==> config.mk <==
export PLATFORM = sky130hd
export DESIGN_NAME = sr_axi_burst_bridge_flat
export DESIGN_NICKNAME = d
export VERILOG_FILES = /design/src/rtl/sr_axi_burst_bridge_pkg.sv /design/src/rtl/sr_axi_burst_bridge_if.sv /design/src/rtl/sr_axi_burst_bridge.sv /design/src/flat_wrapper.sv
export SDC_FILE = /design/constraint.sdc
export NUM_CORES = 1
export LEC_CHECK = 0
export BUFFER_PORTS_ARGS = -buffer_cell sky130_fd_sc_hd__buf_2
export CAP_MARGIN = 10
export CORE_ASPECT_RATIO = 0.9
export CORE_UTILIZATION = 50
export CTS_BUF_LIST = sky130_fd_sc_hd__clkbuf_4
export DETAILED_ROUTE_END_ITERATION = 12
export HOLD_SLACK_MARGIN = 0.06
export PLACE_DENSITY = 0.82
export RECOVER_POWER = 100
export SLEW_MARGIN = 20
export SYNTH_ARGS = -nofsm -noshare
export SYNTH_HDL_FRONTEND = slang
export SYNTH_SLANG_ARGS = --single-unit
export TNS_END_PERCENT = 1
==> constraint.sdc <==
create_clock -name clk -period 2.4 [get_ports clk]
set_clock_uncertainty 0.1 [all_clocks]
set_input_delay 0.12 -clock clk [delete_from_list [all_inputs] [get_ports clk]]
set_output_delay 0.12 -clock clk [all_outputs]
set_load 0.005 [all_outputs]
==> src/rtl/sr_axi_burst_bridge_pkg.sv <==
// Shared types and AXI encodings for the core-to-AXI burst bridge.
//   state_t        : bridge FSM states
//   AXI_RESP_*     : xRESP encodings
//   AXI_BURST_INCR : AxBURST encoding for incrementing bursts
package sr_axi_bridge_pkg;

   typedef enum logic [2:0] {
      IDLE,
      WR,
      WB,
      AR,
      RD,
      RSP
   } state_t;

   localparam logic [1:0] AXI_RESP_OKAY   = 2'b00;
   localparam logic [1:0] AXI_RESP_EXOKAY = 2'b01;
   localparam logic [1:0] AXI_RESP_SLVERR = 2'b10;
   localparam logic [1:0] AXI_RESP_DECERR = 2'b11;

   localparam logic [1:0] AXI_BURST_INCR  = 2'b01;

endpackage

==> src/rtl/sr_axi_burst_bridge_if.sv <==
// AXI4 bus bundle (AW, W, B, AR, R) used by the burst bridge.
//   m : master side (drives valids/addresses/write data, RREADY/BREADY)
//   s : slave side (drives readies, B and R responses)
interface axi_if #(
   parameter int ADDR_W = 16,
   parameter int DATA_W = 8,
   parameter int ID_W   = 4
);

   logic                  awvalid;
   logic                  awready;
   logic [ADDR_W-1:0]     awaddr;
   logic [ID_W-1:0]       awid;
   logic [7:0]            awlen;
   logic [2:0]            awsize;
   logic [1:0]            awburst;

   logic                  wvalid;
   logic                  wready;
   logic [DATA_W-1:0]     wdata;
   logic [DATA_W/8-1:0]   wstrb;
   logic                  wlast;

   logic                  bvalid;
   logic                  bready;
   logic [1:0]            bresp;

   logic                  arvalid;
   logic                  arready;
   logic [ADDR_W-1:0]     araddr;
   logic [ID_W-1:0]       arid;
   logic [7:0]            arlen;
   logic [2:0]            arsize;
   logic [1:0]            arburst;

   logic                  rvalid;
   logic                  rready;
   logic [DATA_W-1:0]     rdata;
   logic [1:0]            rresp;
   logic                  rlast;

   modport m (
      output awvalid, awaddr, awid, awlen, awsize, awburst,
      input  awready,
      output wvalid, wdata, wstrb, wlast,
      input  wready,
      input  bvalid, bresp,
      output bready,
      output arvalid, araddr, arid, arlen, arsize, arburst,
      input  arready,
      input  rvalid, rdata, rresp, rlast,
      output rready
   );

   modport s (
      input  awvalid, awaddr, awid, awlen, awsize, awburst,
      output awready,
      input  wvalid, wdata, wstrb, wlast,
      output wready,
      output bvalid, bresp,
      input  bready,
      input  arvalid, araddr, arid, arlen, arsize, arburst,
      output arready,
      output rvalid, rdata, rresp, rlast,
      input  rready
   );

endinterface

==> src/rtl/sr_axi_burst_bridge.sv <==
// Core req/resp port to AXI4 master bridge, one transaction outstanding.
// A CORE_DW word is carried as an INCR burst of CORE_DW/AXI_DW beats.
//   clk, rst_n        : clock, asynchronous active-low reset
//   mem_req_*         : core request (valid/ready, wr, addr, wdata, be)
//   mem_resp_*        : core response (valid/ready, rdata, err), held until accepted
//   m_axi             : AXI4 master bundle
module sr_axi_burst_bridge
   import sr_axi_bridge_pkg::*;
#(
   parameter int ADDR_W   = 16,
   parameter int CORE_DW  = 32,
   parameter int AXI_DW   = 8,
   parameter int ID_W     = 4,
   parameter int ID_SHIFT = 12,
   parameter int ID_BASE  = 1
) (
   input  logic                 clk,
   input  logic                 rst_n,
   input  logic                 mem_req_valid_i,
   output logic                 mem_req_ready_o,
   input  logic                 mem_wr_i,
   input  logic [ADDR_W-1:0]    mem_addr_i,
   input  logic [CORE_DW-1:0]   mem_wdata_i,
   input  logic [CORE_DW/8-1:0] mem_be_i,
   output logic                 mem_resp_valid_o,
   input  logic                 mem_resp_ready_i,
   output logic [CORE_DW-1:0]   mem_rdata_o,
   output logic                 mem_resp_err_o,
   axi_if.m                     m_axi
);

   localparam int BEATS  = CORE_DW / AXI_DW;
   localparam int BEAT_W = (BEATS > 1) ? $clog2(BEATS) : 1;
   localparam int STRB_W = AXI_DW / 8;
   localparam logic [BEAT_W-1:0] LAST_BEAT = BEAT_W'(BEATS - 1);

   state_t                r_state;
   state_t                w_next;

   logic                  r_wr;
   logic [ADDR_W-1:0]     r_addr;
   logic [CORE_DW-1:0]    r_wdata;
   logic [CORE_DW/8-1:0]  r_be;
   logic [CORE_DW-1:0]    r_rdata;
   logic                  r_err;
   logic                  r_aw_done;
   logic                  r_w_done;
   logic [BEAT_W-1:0]     r_wbeat;
   logic [BEAT_W-1:0]     r_rbeat;

   logic                  w_req_hs;
   logic                  w_awvalid;
   logic                  w_wvalid;
   logic                  w_wlast;
   logic                  w_aw_hs;
   logic                  w_w_hs;
   logic                  w_r_hs;

   // All AXI valids/readies decode from registered state only.
   assign w_req_hs  = (r_state == IDLE) && mem_req_valid_i;
   assign w_awvalid = (r_state == WR) && !r_aw_done;
   assign w_wvalid  = (r_state == WR) && !r_w_done;
   assign w_wlast   = (r_wbeat == LAST_BEAT);
   assign w_aw_hs   = w_awvalid && m_axi.awready;
   assign w_w_hs    = w_wvalid && m_axi.wready;
   assign w_r_hs    = (r_state == RD) && m_axi.rvalid;

   always_ff @(posedge clk or negedge rst_n) begin
      if (!rst_n) begin
         r_state <= IDLE;
      end else begin
         r_state <= w_next;
      end
   end

   always_comb begin
      w_next = r_state;
      case (r_state)
         IDLE: if (w_req_hs) w_next = mem_wr_i ? WR : AR;
         // AW and the W stream complete independently; the exit may see
         // both final handshakes in the same cycle.
         WR:   if ((r_aw_done || w_aw_hs) && (r_w_done || (w_w_hs && w_wlast))) w_next = WB;
         WB:   if (m_axi.bvalid) w_next = RSP;
         AR:   if (m_axi.arready) w_next = RD;
         RD:   if (w_r_hs && m_axi.rlast) w_next = RSP;
         RSP:  if (mem_resp_ready_i) w_next = IDLE;
         default: w_next = IDLE;
      endcase
   end

   always_ff @(posedge clk or negedge rst_n) begin
      if (!rst_n) begin
         r_wr      <= 1'b0;
         r_addr    <= '0;
         r_wdata   <= '0;
         r_be      <= '0;
         r_rdata   <= '0;
         r_err     <= 1'b0;
         r_aw_done <= 1'b0;
         r_w_done  <= 1'b0;
         r_wbeat   <= '0;
         r_rbeat   <= '0;
      end else begin
         case (r_state)
            IDLE: begin
               if (w_req_hs) begin
                  r_wr      <= mem_wr_i;
                  r_addr    <= mem_addr_i;
                  r_wdata   <= mem_wdata_i;
                  r_be      <= mem_be_i;
                  r_err     <= 1'b0;
                  r_aw_done <= 1'b0;
                  r_w_done  <= 1'b0;
                  r_wbeat   <= '0;
                  r_rbeat   <= '0;
               end
            end
            WR: begin
               if (w_aw_hs) r_aw_done <= 1'b1;
               if (w_w_hs) begin
                  if (w_wlast) r_w_done <= 1'b1;
                  else         r_wbeat  <= r_wbeat + BEAT_W'(1);
               end
            end
            WB: begin
               if (m_axi.bvalid && (m_axi.bresp != AXI_RESP_OKAY)) r_err <= 1'b1;
            end
            RD: begin
               if (w_r_hs) begin
                  r_rdata[r_rbeat*AXI_DW +: AXI_DW] <= m_axi.rdata;
                  // A burst ending on any beat other than the last index is
                  // reported as an error; extra beats overwrite the top slot.
                  if ((m_axi.rresp != AXI_RESP_OKAY) ||
                      (m_axi.rlast && (r_rbeat != LAST_BEAT))) r_err <= 1'b1;
                  if (!m_axi.rlast && (r_rbeat != LAST_BEAT)) r_rbeat <= r_rbeat + BEAT_W'(1);
               end
            end
            default: ;
         endcase
      end
   end

   assign mem_req_ready_o  = (r_state == IDLE);
   assign mem_resp_valid_o = (r_state == RSP);
   assign mem_rdata_o      = r_rdata;
   assign mem_resp_err_o   = r_err;

   assign m_axi.awvalid = w_awvalid;
   assign m_axi.awaddr  = r_addr;
   assign m_axi.awid    = ID_W'((r_addr >> ID_SHIFT) + ADDR_W'(ID_BASE));
   assign m_axi.awlen   = 8'(BEATS - 1);
   assign m_axi.awsize  = 3'($clog2(STRB_W));
   assign m_axi.awburst = AXI_BURST_INCR;

   assign m_axi.wvalid  = w_wvalid;
   assign m_axi.wdata   = r_wdata[r_wbeat*AXI_DW +: AXI_DW];
   assign m_axi.wstrb   = r_be[r_wbeat*STRB_W +: STRB_W];
   assign m_axi.wlast   = w_wlast;

   assign m_axi.bready  = (r_state == WB);

   assign m_axi.arvalid = (r_state == AR);
   assign m_axi.araddr  = r_addr;
   assign m_axi.arid    = ID_W'((r_addr >> ID_SHIFT) + ADDR_W'(ID_BASE));
   assign m_axi.arlen   = 8'(BEATS - 1);
   assign m_axi.arsize  = 3'($clog2(STRB_W));
   assign m_axi.arburst = AXI_BURST_INCR;

   assign m_axi.rready  = (r_state == RD);

   // r_wr is kept for debug visibility of the latched direction.
   logic w_unused;
   assign w_unused = r_wr;

endmodule

==> src/flat_wrapper.sv <==
// flat-port wrapper written by rule: the top's interface ports become plain ports
module sr_axi_burst_bridge_flat import sr_axi_bridge_pkg::*;
#(
   parameter int ADDR_W   = 16,
   parameter int CORE_DW  = 32,
   parameter int AXI_DW   = 8,
   parameter int ID_W     = 4,
   parameter int ID_SHIFT = 12,
   parameter int ID_BASE  = 1
)
  (clk, rst_n, mem_req_valid_i, mem_req_ready_o, mem_wr_i, mem_addr_i, mem_wdata_i, mem_be_i, mem_resp_valid_o, mem_resp_ready_i, mem_rdata_o, mem_resp_err_o, m_axi_awvalid, m_axi_awaddr, m_axi_awid, m_axi_awlen, m_axi_awsize, m_axi_awburst, m_axi_awready, m_axi_wvalid, m_axi_wdata, m_axi_wstrb, m_axi_wlast, m_axi_wready, m_axi_bvalid, m_axi_bresp, m_axi_bready, m_axi_arvalid, m_axi_araddr, m_axi_arid, m_axi_arlen, m_axi_arsize, m_axi_arburst, m_axi_arready, m_axi_rvalid, m_axi_rdata, m_axi_rresp, m_axi_rlast, m_axi_rready);
  axi_if #(.ADDR_W(ADDR_W), .DATA_W(8), .ID_W(ID_W)) m_axi_i ();
  input  logic clk;
  input  logic rst_n;
  input  logic mem_req_valid_i;
  output logic mem_req_ready_o;
  input  logic mem_wr_i;
  input  logic [ADDR_W-1:0] mem_addr_i;
  input  logic [CORE_DW-1:0] mem_wdata_i;
  input  logic [CORE_DW/8-1:0] mem_be_i;
  output logic mem_resp_valid_o;
  input  logic mem_resp_ready_i;
  output logic [CORE_DW-1:0] mem_rdata_o;
  output logic mem_resp_err_o;
  output wire logic [$bits(m_axi_i.awvalid)-1:0] m_axi_awvalid;
  output wire logic [$bits(m_axi_i.awaddr)-1:0] m_axi_awaddr;
  output wire logic [$bits(m_axi_i.awid)-1:0] m_axi_awid;
  output wire logic [$bits(m_axi_i.awlen)-1:0] m_axi_awlen;
  output wire logic [$bits(m_axi_i.awsize)-1:0] m_axi_awsize;
  output wire logic [$bits(m_axi_i.awburst)-1:0] m_axi_awburst;
  input wire logic [$bits(m_axi_i.awready)-1:0] m_axi_awready;
  output wire logic [$bits(m_axi_i.wvalid)-1:0] m_axi_wvalid;
  output wire logic [$bits(m_axi_i.wdata)-1:0] m_axi_wdata;
  output wire logic [$bits(m_axi_i.wstrb)-1:0] m_axi_wstrb;
  output wire logic [$bits(m_axi_i.wlast)-1:0] m_axi_wlast;
  input wire logic [$bits(m_axi_i.wready)-1:0] m_axi_wready;
  input wire logic [$bits(m_axi_i.bvalid)-1:0] m_axi_bvalid;
  input wire logic [$bits(m_axi_i.bresp)-1:0] m_axi_bresp;
  output wire logic [$bits(m_axi_i.bready)-1:0] m_axi_bready;
  output wire logic [$bits(m_axi_i.arvalid)-1:0] m_axi_arvalid;
  output wire logic [$bits(m_axi_i.araddr)-1:0] m_axi_araddr;
  output wire logic [$bits(m_axi_i.arid)-1:0] m_axi_arid;
  output wire logic [$bits(m_axi_i.arlen)-1:0] m_axi_arlen;
  output wire logic [$bits(m_axi_i.arsize)-1:0] m_axi_arsize;
  output wire logic [$bits(m_axi_i.arburst)-1:0] m_axi_arburst;
  input wire logic [$bits(m_axi_i.arready)-1:0] m_axi_arready;
  input wire logic [$bits(m_axi_i.rvalid)-1:0] m_axi_rvalid;
  input wire logic [$bits(m_axi_i.rdata)-1:0] m_axi_rdata;
  input wire logic [$bits(m_axi_i.rresp)-1:0] m_axi_rresp;
  input wire logic [$bits(m_axi_i.rlast)-1:0] m_axi_rlast;
  output wire logic [$bits(m_axi_i.rready)-1:0] m_axi_rready;
  assign m_axi_awvalid = m_axi_i.awvalid;
  assign m_axi_awaddr = m_axi_i.awaddr;
  assign m_axi_awid = m_axi_i.awid;
  assign m_axi_awlen = m_axi_i.awlen;
  assign m_axi_awsize = m_axi_i.awsize;
  assign m_axi_awburst = m_axi_i.awburst;
  assign m_axi_i.awready = m_axi_awready;
  assign m_axi_wvalid = m_axi_i.wvalid;
  assign m_axi_wdata = m_axi_i.wdata;
  assign m_axi_wstrb = m_axi_i.wstrb;
  assign m_axi_wlast = m_axi_i.wlast;
  assign m_axi_i.wready = m_axi_wready;
  assign m_axi_i.bvalid = m_axi_bvalid;
  assign m_axi_i.bresp = m_axi_bresp;
  assign m_axi_bready = m_axi_i.bready;
  assign m_axi_arvalid = m_axi_i.arvalid;
  assign m_axi_araddr = m_axi_i.araddr;
  assign m_axi_arid = m_axi_i.arid;
  assign m_axi_arlen = m_axi_i.arlen;
  assign m_axi_arsize = m_axi_i.arsize;
  assign m_axi_arburst = m_axi_i.arburst;
  assign m_axi_i.arready = m_axi_arready;
  assign m_axi_i.rvalid = m_axi_rvalid;
  assign m_axi_i.rdata = m_axi_rdata;
  assign m_axi_i.rresp = m_axi_rresp;
  assign m_axi_i.rlast = m_axi_rlast;
  assign m_axi_rready = m_axi_i.rready;
  sr_axi_burst_bridge #(.ADDR_W(ADDR_W), .CORE_DW(CORE_DW), .AXI_DW(AXI_DW), .ID_W(ID_W), .ID_SHIFT(ID_SHIFT), .ID_BASE(ID_BASE)) u_core (.clk(clk), .rst_n(rst_n), .mem_req_valid_i(mem_req_valid_i), .mem_req_ready_o(mem_req_ready_o), .mem_wr_i(mem_wr_i), .mem_addr_i(mem_addr_i), .mem_wdata_i(mem_wdata_i), .mem_be_i(mem_be_i), .mem_resp_valid_o(mem_resp_valid_o), .mem_resp_ready_i(mem_resp_ready_i), .mem_rdata_o(mem_rdata_o), .mem_resp_err_o(mem_resp_err_o), .m_axi(m_axi_i));
endmodule
; ---- Yosys cells after proc, flatten, opt, wreduce, memory -nomap -nowiden
; Index checks and enable logic that the tools add are counted.
[classes]
reduce_logical = 32
n_mux = 26
eq_ne = 21
n_addsub = 4
shift = 4
[ops]
columns = operator, n
row1 = $neg 5->34, 1
row2 = $shift 8x34->32 const A, 1
row3 = $shiftx 8x34->32, 1
row4 = $bwmux 32, 1
row5 = $shiftx 32x6->8, 1
row6 = $ne 2x1->1 const B, 11
row7 = $mux 3, 6
row8 = $pmux 3 s6, 1
row9 = $logic_and 1x1->1, 12
row10 = $mux 2, 6
row11 = $reduce_and 4->1, 3
row12 = $ne 2x2->1 const B, 4
row13 = $pmux 2 s2, 2
row14 = $reduce_bool 2->1, 4
row15 = $mux 1, 7
row16 = $eq 3x2->1 const B, 2
row17 = $eq 3x3->1 const B, 2
row18 = $reduce_and 6->1, 1
row19 = $reduce_and 5->1, 1
row20 = $add 2x1->2 const B, 2
row21 = $add 4x1->4 const B, 1
row22 = $pmux 1 s2, 2
row23 = $reduce_and 2->1, 2
row24 = $shiftx 4x3->1, 1
row25 = other kinds (8), 12
[totals]
ff_bits = 94
wordCells = 97

; ---- Logic depth before layout (Yosys ltp)
[logic_depth]
ltp_word = 8
ltp_mapped = 7

; ---- Worst setup path before layout
; Ideal clock, no wire load.
[synth_path]
kind = flip-flop to flip-flop
startpoint = reg u_core.r_rbeat[0]
endpoint = reg u_core.r_rdata[22] (netlist: u_core.mem_rdata_o[22])
t_arrival_ps = 1712
synth_period_minus_slack_ps = 1889
required_ps = 2224
path_stages_with_launch = 6
setup_ps = 76
n_path_buf = 0
path_slack_ps = 511
cell_sequence = dfrtp_1 > inv_1 > ha_1 > nor3b_1 > nand3_1 > o21ai_1
[synth_via]
elab_chain_cells = 3
word_cells_on_any_way = 4
cone_classes = add/sub: 1 / shift: 2 / mux: 1
[synth_lines]
columns = element, line_no
row1 = from (decl), sr_axi_burst_bridge.sv:49  ; logic [BEAT_W-1:0] r_rbeat;
row2 = from (signal assigned), sr_axi_burst_bridge.sv:135  ; if (!m_axi.rlast && (r_rbeat != LAST_BEAT)) r_rbeat <= r_rbeat + BEAT_W'(1);
row3 = $neg 5->34 *, sr_axi_burst_bridge.sv:130  ; r_rdata[r_rbeat*AXI_DW +: AXI_DW] <= m_axi.rdata;
row4 = $shiftx 8x34->32 / $shift 8x34->32 (equally long branches), sr_axi_burst_bridge.sv:130
row5 = $bwmux 32 *, sr_axi_burst_bridge.sv:130
row6 = "to (signal, indexed assignment)", sr_axi_burst_bridge.sv:130
row7 = to (decl), sr_axi_burst_bridge.sv:44  ; logic [CORE_DW-1:0] r_rdata;
; Every way passes the cells marked *; elsewhere a longest branch is shown, timed or not.
; A chain may end at the register's enable or synchronous reset.

; ---- Worst setup path after layout
[layout_path]
startpoint = reg u_core.r_state[0]
endpoint = reg u_core.r_wdata[25]
[layout_via]
elab_chain_cells = 3
[layout_lines]
columns = element, line_no
row1 = from (decl), sr_axi_burst_bridge.sv:37  ; state_t r_state;
row2 = from (signal assigned), sr_axi_burst_bridge.sv:72  ; r_state <= w_next;
row3 = $logic_not 3->1 *, n/a
row4 = $logic_and 1x1->1, sr_axi_burst_bridge.sv:60  ; assign w_req_hs = (r_state == IDLE) && mem_req_valid_i;
row5 = $reduce_and 2->1 (no line) *, n/a
row6 = to (signal assigned), sr_axi_burst_bridge.sv:109  ; r_wdata <= mem_wdata_i;
row7 = to (decl), sr_axi_burst_bridge.sv:42  ; logic [CORE_DW-1:0] r_wdata;
; Marked as above.

==> out/results.ini <==
[routing]
num_vias=4221
drc=0
ant_nets=0
dr.pass1.iters=5
drtIter0Drc=189
wl_per_cell_um=14.4
viasPerCell=4.96
routed_wl_um=12200

[critical_path]
end_kind=register
cp_max_fo=37
path_common_cell=nand2_1
crit_type=reg2reg
arrival_ns=2.43
cp_slowest_stage_delay_ns=0.61
crit_buf_inv=1
worstPathRequired_ns=2.67
critPathTopFamily=simple AND/OR/NAND/NOR gates
start_kind=register
r2r_slack_ns=0.24
crit_chain=nor3_1, and2_1, buf_12, nand2_1, nand2_1
worst_path_max_delay_cell=and2_1

[global_routing]
grt_start_max_net_pins=45
grt_use_total_pct=25.7
first_global_vias=4165
antenna_found_initial=0
grt_overflow=0
gr-usage-met3_pct=4.49
met1_usage_pct=32.2
busiest_layer=met2
grt_use_met2_pct=43.9
grt_pass1_wl_um=19900

[synth]
synth_edf_count=0
async_reset_ff_share_pct=100
synthTopCellsByArea=dfrtp_1 49%, nand2_1 13%, buf_4 7.5%
synth_compound_area_share_pct=5.86
syn_avg_cell_area_um2=9.31
synth_top_family_by_area=simple AND/OR/NAND/NOR gates
ys.flop_type=dfrtp_1
synth_top_area_share_pct=49.2
synth_cell_types=42
yosys.area.top_type=dfrtp_1
synthAdderAreaFrac_pct=2.09
synthMuxAreaShare_pct=4.97
yosys.area_share.simple_pct=22.6
synth-seq-area-share_pct=49.2
synth-xor-area-share_pct=0.366
ys_warn_count=0
synthCells=514
ys_seq_elements=94
synth_area_um2=4790

[clock_tree]
path_clk_slew_ns=0.15
cts-hold-fix-buffers=73
post_cts_buffers=0
cts.sinks=94
tritoncts=yes
cts.path.max_buffers=2
root_buffer=clkbuf_4
numCtsBuffers=9
htreeDepth=3
cts_resized=0
clk_latency_ns=0.42

[status]
status=complete, no violations

[sta]
period_minus_slack_ns=2.16
drv_slew=0
max_freq_mhz=463
maxSlewHeadroom_pct=19.4
period_share_pct=90.0
finalSetupViolations=0
tns_ns=0
whs_ns=0.151
hold_viol_final=0
worst_pin_slew_ns=1.21
rsz0062_at_grt=false

[floorplanning]
row_count=33
die-area_um2=9970
die_w_um=105
die_y_um=94.8
core_um2=9210
start_util_pct=52.0
ios=191

[power_and_ir_drop]
switching_share_pct=40.4
power_leakage_nw=3.20
seqPwrFrac_pct=43.7
p_per_area_nw_per_um2=1020
p_switching_mw=2.51
vdd_drop_max_uv=543
p_int_mw=3.71
clock_power_share_pct=12.7
comb_power_share_pct=43.6

[place]
dpl_cell_area_um2=5390
place.port_buffers=164
hpwl_um=7960
gp_congestion=0.826

[layout]
fin_nets=806
seqCellArea_um2=2350
design_area_um2=6120
fin_util_pct=66.5
drive_gt1_share_pct=22.7
fillerInstances=750
multi_input_area_um2=1770
area_growth_syn_to_layout_pct=27.9

[run]
cap_violations=0

[hold_path]
hold_path_class=in2reg

-- synthesized netlist by cell type, types with 2 or more instances --
library cell	number
buf_2	9
inv_1	39
ha_1	8
mux2i_1	2
nand4_1	2
a21oi_1	6
buf_6	11
nor2b_1	2
nand2_1	165
buf_4	48
o21ai_1	17
and2_1	6
nor3b_2	3
mux4_2	9
buf_8	2
o21ai_0	21
conb_1	2
nand3_1	39
dfrtp_1	94
nor2_1	7
-- placed cells by master, fill, tap and decap left out, types with 6 or more instances in the layout --
master	count
clkbuf_2	6
o21ai_0	37
and2_1	6
mux4_2	9
dfrtp_1	94
clkbuf_1	38
nand3_1	39
nor2_1	8
inv_1	39
buf_2	123
clkbuf_4	9
conb_1	26
a21oi_1	6
dlygate4sd3_1	72
nand2_1	165
ha_1	8
-- area by class of cell --
cell class,count,share of cell area [%]
sequential,94,38.4
multi-input combinational,334,28.9
timing repair buffer,245,25.7
tap,122,2.49
inverter,39,2.39
clock buffer,9,1.10
clock inverter,7,0.961
antenna,1,0.0409
-- tightest hold or removal path, cell delays in order --
cell and delay (ns):
buf_2 0.10, o21ai_0 0.08, a21oi_1 0.07, o21ai_0 0.21, a21oi_1 0.08
-- layer usage --
metal,share of wire (%),vias up
li1,-,1985
met1,41,1957
met2,50,244
met3,6.5,35
met4,3.3,0
met5,0,-
-- through the flow --
step           std cells  setup slack, ns  total power, mW
6_report             851            0.240             6.22
5_1_grt              850           0.0744             6.70
2_1_floorplan        538            0.511             4.59
3_5_place_dp         761            0.415             5.44
3_3_place_gp         761            0.553             5.31
4_1_cts              850            0.209             6.36
-- sequential cells by signal, summed over array words and instances (netlist names) --
| register | flops |
|---|---|
| u_core.r_wbeat | 2 |
| u_core.r_be | 4 |
| u_core.r_aw_done | 1 |
| u_core.r_w_done | 1 |
| u_core.m_axi.araddr | 16 |
| u_core.mem_resp_err_o | 1 |
| u_core.r_rbeat | 2 |
| u_core.r_wdata | 32 |
| u_core.mem_rdata_o | 32 |
| u_core.r_state | 3 |
-- power groups by stage --
stage / Combinational [mW] / Sequential [mW] / Clock [mW]
2_1_floorplan: 1.98 / 2.61 / 0
3_3_place_gp: 2.61 / 2.70 / 0
3_5_place_dp: 2.70 / 2.75 / 0
4_1_cts: 2.84 / 2.71 / 0.814
5_1_grt: 3.03 / 2.79 / 0.875
6_report: 2.71 / 2.72 / 0.792
-- worst paths after layout --
kind	cells past startpoint	start	endpoint
worst max-delay path	5	u_core.r_state[0]	u_core.r_wdata[25]
max in group asynchronous	3	rst_n	u_core.m_axi.araddr[13]
worst min register to register	2	u_core.r_wdata[20]	u_core.r_wdata[20]
worst max register to register	5	u_core.r_state[0]	u_core.r_wdata[25]
min in group asynchronous	3	rst_n	u_core.r_wdata[15]
worst min-delay path	5	m_axi_bvalid	u_core.mem_resp_err_o
-- cell families after synthesis --
family | count (synthesis)
other | 2
and+or+nand+nor | 237
AOI/OAI and AO/OA | 49
DFF | 94
adders and majority gates | 8
xor gates and xnor gates | 2
muxes | 12
buffers and inverters | 110
Power figures use the tool's default switching activity.
